**config.mk**
```make
export PLATFORM = sky130hd
export DESIGN_NAME = rc5_block_ctrl_flat
export DESIGN_NICKNAME = d
export VERILOG_FILES = /design/src/rtl/rc5_block_ctrl_if.sv /design/src/rtl/rc5_block_ctrl.sv /design/src/flat_wrapper.sv
export SDC_FILE = /design/constraint.sdc
export NUM_CORES = 1
export LEC_CHECK = 0
export ABC_AREA = 1
export CAP_MARGIN = 20
export CORE_AREA = 2 2 157 159
export DETAILED_ROUTE_END_ITERATION = 6
export DIE_AREA = 0 0 159 161
export GPL_TIMING_DRIVEN = 0
export PLACE_DENSITY = 0.7
export SLEW_MARGIN = 10
export SYNTH_ARGS = -nofsm -noshare
export SYNTH_HDL_FRONTEND = slang
export SYNTH_SLANG_ARGS = --single-unit
```
**constraint.sdc**
```tcl
create_clock -name clk -period 21.7 [get_ports clk]
set_input_delay 4.34 -clock clk [delete_from_list [all_inputs] [get_ports clk]]
set_output_delay 4.34 -clock clk [all_outputs]
set_load 0.02 [all_outputs]
```
**src/rtl/rc5_block_ctrl_if.sv**
```systemverilog
// Host-side request/response channel of rc5_block_ctrl: one valid/ready request carrying
// dir/rounds/key/block, and one valid/ready response carrying the result block and error flag.
interface rc5_block_ctrl_if;
  logic         req_valid;
  logic         req_ready;
  logic         req_dir;
  logic [4:0]   req_rounds;
  logic [127:0] req_key;
  logic [31:0]  req_data;
  logic         rsp_valid;
  logic         rsp_ready;
  logic [31:0]  rsp_data;
  logic         rsp_err;

  modport master (
    output req_valid, req_dir, req_rounds, req_key, req_data, rsp_ready,
    input  req_ready, rsp_valid, rsp_data, rsp_err
  );

  modport slave (
    input  req_valid, req_dir, req_rounds, req_key, req_data, rsp_ready,
    output req_ready, rsp_valid, rsp_data, rsp_err
  );
endinterface

```
**src/rtl/rc5_block_ctrl.sv**
```systemverilog
// Single-transaction initiator for the RC5 algo core: accept a block, pulse encrypt/decrypt, wait
// for done, return the result. Optional WAIT watchdog enabled by defining RC5_CTRL_TIMEOUT_EN.
module rc5_block_ctrl #(
  parameter int unsigned TIMEOUT_CYCLES = 1024
) (
  input  logic           clk,
  input  logic           rst,
  rc5_block_ctrl_if.slave host,
  output logic           core_encrypt,
  output logic           core_decrypt,
  output logic [4:0]     core_num_rounds,
  output logic [127:0]   core_key,
  output logic [31:0]    core_d_in,
  input  logic [31:0]    core_d_out,
  input  logic           core_done,
  output logic           busy
);

  typedef enum logic [1:0] {StIdle, StStart, StWait, StResp} state_e;

  state_e       state_q, state_d;
  logic         dir_q;
  logic [4:0]   rounds_q;
  logic [127:0] key_q;
  logic [31:0]  din_q;
  logic [31:0]  rsp_data_q, rsp_data_d;
  logic         rsp_err_q, rsp_err_d;
  logic         load;

`ifdef RC5_CTRL_TIMEOUT_EN
  localparam logic [15:0] TimeoutLast = 16'(TIMEOUT_CYCLES - 1);
  logic [15:0] cnt_q, cnt_d;

  always_ff @(posedge clk or posedge rst) begin
    if (rst) cnt_q <= '0;
    else     cnt_q <= cnt_d;
  end
`else
  logic unused_timeout_cycles;
  assign unused_timeout_cycles = ^TIMEOUT_CYCLES;
`endif

  always_ff @(posedge clk or posedge rst) begin
    if (rst) begin
      state_q    <= StIdle;
      rsp_data_q <= '0;
      rsp_err_q  <= 1'b0;
    end else begin
      state_q    <= state_d;
      rsp_data_q <= rsp_data_d;
      rsp_err_q  <= rsp_err_d;
    end
  end

  // Command registers feed the core directly and change only on a request accept.
  always_ff @(posedge clk or posedge rst) begin
    if (rst) begin
      dir_q    <= 1'b0;
      rounds_q <= '0;
      key_q    <= '0;
      din_q    <= '0;
    end else if (load) begin
      dir_q    <= host.req_dir;
      rounds_q <= host.req_rounds;
      key_q    <= host.req_key;
      din_q    <= host.req_data;
    end
  end

  always_comb begin
    state_d    = state_q;
    rsp_data_d = rsp_data_q;
    rsp_err_d  = rsp_err_q;
    load       = 1'b0;
`ifdef RC5_CTRL_TIMEOUT_EN
    cnt_d      = cnt_q;
`endif
    unique case (state_q)
      StIdle: begin
        if (host.req_valid) begin
          load = 1'b1;
          if (host.req_rounds != 5'd0) begin
            state_d = StStart;
          end else begin
            state_d    = StResp;
            rsp_err_d  = 1'b1;
            rsp_data_d = host.req_data;
          end
        end
      end
      StStart: begin
        state_d = StWait;
`ifdef RC5_CTRL_TIMEOUT_EN
        cnt_d   = '0;
`endif
      end
      StWait: begin
        // A done arriving on the expiry cycle still yields a normal response.
        if (core_done) begin
          state_d    = StResp;
          rsp_data_d = core_d_out;
          rsp_err_d  = 1'b0;
        end
`ifdef RC5_CTRL_TIMEOUT_EN
        else if (cnt_q == TimeoutLast) begin
          state_d    = StResp;
          rsp_data_d = '0;
          rsp_err_d  = 1'b1;
        end else begin
          cnt_d = cnt_q + 16'd1;
        end
`endif
      end
      StResp: begin
        if (host.rsp_ready) state_d = StIdle;
      end
      default: state_d = StIdle;
    endcase
  end

  // req_ready is gated by rst so it reads 0 while reset is held.
  assign host.req_ready = (state_q == StIdle) & ~rst;
  assign host.rsp_valid = (state_q == StResp);
  assign host.rsp_data  = rsp_data_q;
  assign host.rsp_err   = rsp_err_q;

  assign core_encrypt    = (state_q == StStart) & ~dir_q;
  assign core_decrypt    = (state_q == StStart) & dir_q;
  assign core_num_rounds = rounds_q;
  assign core_key        = key_q;
  assign core_d_in       = din_q;
  assign busy            = (state_q != StIdle);

endmodule

```
**src/flat_wrapper.sv**
```systemverilog
// flat-port wrapper written by rule: the top's interface ports become plain ports
module rc5_block_ctrl_flat 
#(
  parameter int unsigned TIMEOUT_CYCLES = 1024
)
  (clk, rst, core_encrypt, core_decrypt, core_num_rounds, core_key, core_d_in, core_d_out, core_done, busy, host_req_valid, host_req_dir, host_req_rounds, host_req_key, host_req_data, host_rsp_ready, host_req_ready, host_rsp_valid, host_rsp_data, host_rsp_err);
  rc5_block_ctrl_if host_i ();
  input  logic clk;
  input  logic rst;
  output logic core_encrypt;
  output logic core_decrypt;
  output logic [4:0] core_num_rounds;
  output logic [127:0] core_key;
  output logic [31:0] core_d_in;
  input  logic [31:0] core_d_out;
  input  logic core_done;
  output logic busy;
  input wire logic [$bits(host_i.req_valid)-1:0] host_req_valid;
  input wire logic [$bits(host_i.req_dir)-1:0] host_req_dir;
  input wire logic [$bits(host_i.req_rounds)-1:0] host_req_rounds;
  input wire logic [$bits(host_i.req_key)-1:0] host_req_key;
  input wire logic [$bits(host_i.req_data)-1:0] host_req_data;
  input wire logic [$bits(host_i.rsp_ready)-1:0] host_rsp_ready;
  output wire logic [$bits(host_i.req_ready)-1:0] host_req_ready;
  output wire logic [$bits(host_i.rsp_valid)-1:0] host_rsp_valid;
  output wire logic [$bits(host_i.rsp_data)-1:0] host_rsp_data;
  output wire logic [$bits(host_i.rsp_err)-1:0] host_rsp_err;
  assign host_i.req_valid = host_req_valid;
  assign host_i.req_dir = host_req_dir;
  assign host_i.req_rounds = host_req_rounds;
  assign host_i.req_key = host_req_key;
  assign host_i.req_data = host_req_data;
  assign host_i.rsp_ready = host_rsp_ready;
  assign host_req_ready = host_i.req_ready;
  assign host_rsp_valid = host_i.rsp_valid;
  assign host_rsp_data = host_i.rsp_data;
  assign host_rsp_err = host_i.rsp_err;
  rc5_block_ctrl #(.TIMEOUT_CYCLES(TIMEOUT_CYCLES)) u_core (.clk(clk), .rst(rst), .host(host_i), .core_encrypt(core_encrypt), .core_decrypt(core_decrypt), .core_num_rounds(core_num_rounds), .core_key(core_key), .core_d_in(core_d_in), .core_d_out(core_d_out), .core_done(core_done), .busy(busy));
endmodule
```
==> impl_metrics.env, run 1 <==
export IMPL_critPathSlowestCell="sky130_fd_sc_hd__clkdlybuf4s50_1"
export IMPL_yosys_mux_area_fraction=0.202
export IMPL_setup_total_negative_slack_ns=0
export IMPL_synth_largest_type_area_fraction=0.611
export IMPL_report_final_slew_viol_count=0
export IMPL_drt_pass_1_iters=4
export IMPL_met3_wirelength_um=2220
export IMPL_syn_area_per_cell_um2=12.3
export IMPL_gp_congestion=0.856
export IMPL_critPathMostFrequentCell="sky130_fd_sc_hd__clkdlybuf4s50_1"
export IMPL_final_layout_size_suffix_gt1_frac=0.190
export IMPL_antenna_found_initial=1
export IMPL_worst_ep_arrival_time_ns=5.60
export IMPL_ys_warn_count=0
export IMPL_dpl_instance_area_um2=12700
export IMPL_outcome="complete, no violations"
export IMPL_hold_path_class="reg -> reg"
export IMPL_number_of_distinct_library_cells_after_synthesis=17
export IMPL_leakagePower_nw=6.09
export IMPL_setup_reg_to_reg_worst_slack_ns=19.77
export IMPL_area_of_the_die_um2=25600
export IMPL_largest_net_degree_at_the_start_of_global_routing=106
export IMPL_clock_tree_root_cell="sky130_fd_sc_hd__clkbuf_16"
export IMPL_synthXorXnorAreaFrac=0
export IMPL_power_per_cell_area_nw_per_um2=163
export IMPL_holdBufCountCts=0
export IMPL_clkSlewWorstSetupHoldPaths_ns=0.06
export IMPL_routed_via_count=6581
export IMPL_width_of_the_die_um=159
export IMPL_synth_ff_latch_count=201
export IMPL_synth_simple_gate_area_frac=0.0919
export IMPL_fin_skew_ns=0.0132
export IMPL_hold_path_endpoint="u_core.host.rsp_data[11]"
export IMPL_final_util=0.563
export IMPL_detail_route_drc_violations=0
export IMPL_area_fraction_in_compound_gates_after_synthesis=0.0413
export IMPL_number_of_global_route_vias_before_repair=6911
export IMPL_post_detailed_route_count_of_antenna_violating_nets=0
export IMPL_synth_top_cells_by_area="sky130_fd_sc_hd__dfrtp_1 (61%), sky130_fd_sc_hd__mux2_2 (12%), sky130_fd_sc_hd__mux2_4 (8.0%), sky130_fd_sc_hd__nand2_1 (6.2%), sky130_fd_sc_hd__o21ai_0 (4.1%)"
export IMPL_final_wirelength_um=26100
export IMPL_drt_iter0_markers=305
export IMPL_post_cts_buffers=0
export IMPL_worst_min_path_start="u_core.host.rsp_data[11]"
export IMPL_drt_wirelength_per_cell_um=18.1
export IMPL_layout_min_cycle_time_ns=9.94
export IMPL_pin_count=406
export IMPL_core_region_area_um2=24000
export IMPL_hold_viol_final=0
export IMPL_h_tree_depth=1
export IMPL_std_cell_rows=57
export IMPL_r2r_start="u_core.state_q[0]"
export IMPL_critPathLaunchType="input port"
export IMPL_worstSkewPairLatency_ns=0.51
export IMPL_initial_core_util=0.344
export IMPL_route_detailed_vias_per_inst=4.56
export IMPL_synth_enable_flop_cells=0
export IMPL_timing_hold_ws_ns=0.467
export IMPL_r2r_end="u_core.core_d_in[27]"
export IMPL_setup_violations=0
export IMPL_max_cap_violations=0
export IMPL_synth_async_reset_ratio=1.00
export IMPL_timing_worst_slew_pin_value_ns=0.702
export IMPL_layout_overhead_on_the_synthesized_area_pct=63.8
export IMPL_hpwl_um=19800
export IMPL_clock_sinks=201
export IMPL_critPathKind="in -> out"
export IMPL_dr_wl_met2_um=13000
export IMPL_grt_setup_unrepaired="no"
export IMPL_largest_family_of_logic_cells_by_synthesized_area="multiplexers"
export IMPL_timing_max_slew_rel_slack=0.532
export IMPL_tritoncts="yes"
export IMPL_top_layer="met5"
export IMPL_path_cells="clkdlybuf4s50_1 -> nor2_1 -> clkdlybuf4s50_1"
export IMPL_timing_critical_path_to_type="output port"
export IMPL_seq_area_frac_synth=0.611
export IMPL_die_height_um=161
export IMPL_synthesis_nets=880
export IMPL_postLayoutCellArea_um2=13500
export IMPL_postSynthCellCount=672
export IMPL_power_ir_vdd_worst_mv=0.0814
export IMPL_postCtsResizedCells=0
export IMPL_fillers=2097
export IMPL_timing_reg2reg_worst_path_depth=7
export IMPL_yosys_area_top_type="sky130_fd_sc_hd__dfrtp_1"
export IMPL_grt_overflow=0
export IMPL_final_nets=1311
export IMPL_ctsLongestPathBuffers=3
export IMPL_cts_inserted_buffers=23
export IMPL_synth_ff_type="sky130_fd_sc_hd__dfrtp_1"
export IMPL_detail_route_wirelength_met1_um=10100
export IMPL_total_routing_resource_utilization_after_global_routing=0.199
export IMPL_period_share=0.458
export IMPL_clock_fmax_mhz=101
export IMPL_crit_path_max_incr_delay_ns=0.61
export IMPL_path_max_fanout=2
export IMPL_first_pass_grt_wire_length_um=40200
export IMPL_area_share_of_fa_ha_maj_cells_after_synthesis=0.00760
export IMPL_antenna_cells=0
export IMPL_worstHoldPathCells=2
export IMPL_critPathRequiredTime_ns=17.36
export IMPL_syn_cell_area_um2=8240
export IMPL_port_buffer_count=405
## worst max-delay path by stage
stage,start,endpoint,depth (start not counted)
final,rst,host_req_ready,3
after global routing,rst,host_req_ready,3
after CTS,rst,host_req_ready,3
after floorplan,rst,u_core.core_d_in[0],1
after global placement,rst,u_core.core_key[125],2
after detailed placement,rst,host_req_ready,3
## per-layer routing
layer | vias up | global-route usage
met5 | - | 0
met3 | 49 | 0.0665
met4 | 2 | 0.0612
li1 | 3084 | -
met2 | 290 | 0.349
met1 | 3156 | 0.232
## layout by cell type, fill, tap and decap left out
master,instances
sky130_fd_sc_hd__nor2_1,7
sky130_fd_sc_hd__dfrtp_1,201
sky130_fd_sc_hd__mux2_4,44
sky130_fd_sc_hd__inv_1,41
sky130_fd_sc_hd__clkinv_2,4
sky130_fd_sc_hd__nand3_1,35
sky130_fd_sc_hd__buf_6,6
sky130_fd_sc_hd__clkbuf_16,23
sky130_fd_sc_hd__nor2_4,1
sky130_fd_sc_hd__clkdlybuf4s50_1,405
sky130_fd_sc_hd__inv_2,1
sky130_fd_sc_hd__ha_1,5
sky130_fd_sc_hd__mux2_2,89
sky130_fd_sc_hd__o21ai_0,68
sky130_fd_sc_hd__nand2_4,1
sky130_fd_sc_hd__or2_2,1
sky130_fd_sc_hd__clkbuf_8,10
sky130_fd_sc_hd__inv_8,1
sky130_fd_sc_hd__nand2_1,137
sky130_fd_sc_hd__buf_16,1
sky130_fd_sc_hd__buf_2,27
sky130_fd_sc_hd__nand2_2,2
sky130_fd_sc_hd__inv_6,1
sky130_fd_sc_hd__clkbuf_1,7
sky130_fd_sc_hd__clkinvlp_4,1
## flip-flops by register name, summed over array words and instances, names as in the netlist
register	count
u_core.core_key	128
u_core.core_d_in	32
u_core.host.rsp_data	32
u_core.core_num_rounds	5
u_core.state_q	2
u_core.dir_q	1
u_core.host.rsp_err	1
## cell families (layout without fill, tap and decap cells)
group                    after synthesis  count (layout)
multiplexers                         133             133
AND/OR/NAND/NOR                      184             184
buffers and inverters                 81             528
AO/OA/AOI/OAI                         68              68
flip-flops                           201             201
adder cells (fa/ha/maj)                5               5
## through the flow
step	power, mW	setup slack [ns]	cells
2_1_floorplan	1.27	11.88	672
4_1_cts	2.22	11.75	1443
3_5_place_dp	1.83	11.76	1402
6_report	2.20	11.76	1443
3_3_place_gp	1.81	8.94	1401
5_1_grt	2.32	11.68	1443
## power breakdown
| part | internal (mW) | switching, mW | leakage, nW |
|---|---|---|---|
| logic | 0.572 | 0.578 | 3.30 |
| registers | 0.566 | 0.0987 | 2.41 |
| clock network | 0.228 | 0.154 | 0.378 |
## Yosys cell counts (2+ instances only)
| cell | count |
|---|---|
| sky130_fd_sc_hd__nand3_1 | 35 |
| sky130_fd_sc_hd__buf_2 | 27 |
| sky130_fd_sc_hd__mux2_4 | 44 |
| sky130_fd_sc_hd__nor2_1 | 7 |
| sky130_fd_sc_hd__mux2_2 | 89 |
| sky130_fd_sc_hd__clkbuf_1 | 5 |
| sky130_fd_sc_hd__nand2_2 | 2 |
| sky130_fd_sc_hd__o21ai_0 | 68 |
| sky130_fd_sc_hd__ha_1 | 5 |
| sky130_fd_sc_hd__inv_1 | 42 |
| sky130_fd_sc_hd__dfrtp_1 | 201 |
| sky130_fd_sc_hd__nand2_1 | 137 |
| sky130_fd_sc_hd__buf_6 | 6 |
## cell type report
class	count	area, um2	share of cell area
plain buffers	38	221	0.0164
clock buffers	35	721	0.0534
well taps	324	405	0.0301
inverters	43	169	0.0125
flip-flops and latches	201	5030	0.373
multi-input cells	390	2820	0.209
clock inverters	6	36.3	0.00269
repair buffers	406	4080	0.303
## worst max-delay path: cells and delay by family
family        cells  cell delay (ns)
simple gates      1             0.14
buf+inv           2             1.12
Note: power is estimated with default switching activity, not from simulation.
==> run 2: changes to the inputs <==
--- a/config.mk
+++ b/config.mk
@@ -7,9 +7,9 @@
 export LEC_CHECK = 0
 export ABC_AREA = 1
 export CAP_MARGIN = 20
-export CORE_AREA = 2 2 157 159
+export CORE_AREA = 2 2 158 160
 export DETAILED_ROUTE_END_ITERATION = 6
-export DIE_AREA = 0 0 159 161
+export DIE_AREA = 0 0 160 162
 export GPL_TIMING_DRIVEN = 0
 export PLACE_DENSITY = 0.7
 export SLEW_MARGIN = 10
==> constraint.sdc (replaced) <==
create_clock -name clk -period 10.05 [get_ports clk]
set_input_delay 2.01 -clock clk [delete_from_list [all_inputs] [get_ports clk]]
set_output_delay 2.01 -clock clk [all_outputs]
set_load 0.02 [all_outputs]
==> run 2 against run 1 <==
Sequential power up 120%. Combinational power up 120%. Worst setup slack worse by 7.1 ns. Core utilization down 0.44 points. Largest cell class unchanged. Via count down 1.2%. Wire length up 3.2%. Register-to-register slack worse by 12 ns. Clock power up 110%. Clock-buffer cell count down 2. Total power up 120%. Clock skew down 0.0044 ns.
==> impl_metrics.env, run 2 (same netlist as run 1, synthesis figures left out) <==
export IMPL_outcome="complete, no violations"
export IMPL_layout_min_cycle_time_ns=5.36
export IMPL_power_per_cell_area_nw_per_um2=352
export IMPL_max_ffs_per_register=128
export IMPL_setup_total_negative_slack_ns=0
export IMPL_fillers=2097
export IMPL_period_share=0.533
export IMPL_hold_viol_final=0
export IMPL_cts_inserted_buffers=23
export IMPL_timing_hold_ws_ns=0.467
export IMPL_post_cts_buffers=0
export IMPL_layout_overhead_on_the_synthesized_area_pct=63.4
export IMPL_antenna_found_initial=3
export IMPL_route_detailed_vias_per_inst=4.50
export IMPL_timing_max_slew_rel_slack=0.538
export IMPL_grt_setup_unrepaired="no"
export IMPL_core_region_area_um2=24100
export IMPL_initial_core_util=0.342
export IMPL_timing_worst_slew_pin_value_ns=0.693
export IMPL_width_of_the_die_um=160
export IMPL_drt_pass_1_iters=4
export IMPL_critPathLaunchType="input port"
export IMPL_final_wirelength_um=26900
export IMPL_std_cell_rows=57
export IMPL_setup_violations=0
export IMPL_routed_via_count=6505
export IMPL_area_of_the_die_um2=25900
export IMPL_pin_count=406
export IMPL_report_final_slew_viol_count=0
export IMPL_detail_route_drc_violations=0
export IMPL_die_height_um=162
export IMPL_clock_fmax_mhz=187
export IMPL_hpwl_um=20600
export IMPL_fin_skew_ns=0.00879
export IMPL_clock_sinks=201
export IMPL_final_layout_size_suffix_gt1_frac=0.187
export IMPL_most_common_layout_cells="sky130_fd_sc_hd__clkdlybuf4s50_1 (405), sky130_fd_sc_hd__dfrtp_1 (201), sky130_fd_sc_hd__nand2_1 (137)"
export IMPL_largest_net_degree_at_the_start_of_global_routing=106
export IMPL_clkSlewWorstSetupHoldPaths_ns=0.05
export IMPL_path_max_fanout=2
export IMPL_h_tree_depth=1
export IMPL_timing_critical_path_to_type="output port"
export IMPL_number_of_global_route_vias_before_repair=6961
export IMPL_total_routing_resource_utilization_after_global_routing=0.206
export IMPL_final_nets=1311
export IMPL_first_pass_grt_wire_length_um=41300
export IMPL_grt_overflow=0
export IMPL_leakagePower_nw=6.07
export IMPL_clock_tree_root_cell="sky130_fd_sc_hd__clkbuf_16"
export IMPL_drt_iter0_markers=305
export IMPL_post_detailed_route_count_of_antenna_violating_nets=0
export IMPL_critPathRequiredTime_ns=8.04
export IMPL_max_cap_violations=0
export IMPL_worst_ep_arrival_time_ns=3.35
export IMPL_power_ir_vdd_worst_mv=0.191
export IMPL_gp_congestion=0.857
export IMPL_drt_wirelength_per_cell_um=18.6
export IMPL_port_buffer_count=405
export IMPL_critPathKind="in -> out"
export IMPL_worstSkewPairLatency_ns=0.49
export IMPL_hold_path_class="reg -> reg"
export IMPL_postCtsResizedCells=0
export IMPL_ctsLongestPathBuffers=3
export IMPL_mostFrequentLayoutCell="sky130_fd_sc_hd__clkdlybuf4s50_1"
export IMPL_tritoncts="yes"
export IMPL_holdBufCountCts=0
export IMPL_final_util=0.558
## run 2: layout make-up
class                      instances  area [um2]  share of cell area
multi-input combinational        390        2820               0.210
sequential                       201        5030               0.374
antenna                            2        5.00            0.000372
clock buffer                      33         663              0.0493
inverter                          43         169              0.0125
clock inverter                     7        62.6             0.00465
timing repair buffer             406        4080               0.303
tap                              324         405              0.0301
buffer                            38         221              0.0165
## run 2: report_power, final
part	switching [mW]	internal [mW]
logic	1.26	1.24
registers	0.216	1.22
clock network	0.321	0.482
total	1.79	2.94
## run 2: per-stage QoR
stage	power (mW)	instances	setup WS, ns	area [um2]
6_report	4.74	1444	4.69	13500
4_1_cts	4.79	1442	4.65	13500
3_3_place_gp	3.92	1401	-0.448	12700
2_1_floorplan	2.75	672	2.56	8240
3_5_place_dp	3.96	1402	4.67	12700
5_1_grt	5.01	1444	4.62	13500
## run 2: final timing paths
check	end	start	depth (start not counted)	slack (ns)
hold reg to reg	u_core.host.rsp_data[27]	u_core.host.rsp_data[27]	2	0.47
setup reg to reg	u_core.core_d_in[29]	u_core.state_q[1]	7	8.08
max in group asynchronous	u_core.core_key[117]	rst	3	7.05
hold / removal	u_core.host.rsp_data[27]	u_core.host.rsp_data[27]	2	0.47
min in group asynchronous	u_core.core_d_in[27]	rst	2	2.09
setup / recovery	host_req_ready	rst	3	4.69
## run 2: critical path: stages
cell and delay, ns:
sky130_fd_sc_hd__clkdlybuf4s50_1 0.51, sky130_fd_sc_hd__nor2_1 0.16, sky130_fd_sc_hd__clkdlybuf4s50_1 0.67
## run 2: routing by layer
layer	wire (um)	global-route usage	up-vias
met5	0	0	-
met4	519	0.0524	0
met3	2600	0.0715	33
met2	13900	0.381	286
met1	9920	0.226	3104
li1	-	-	3082
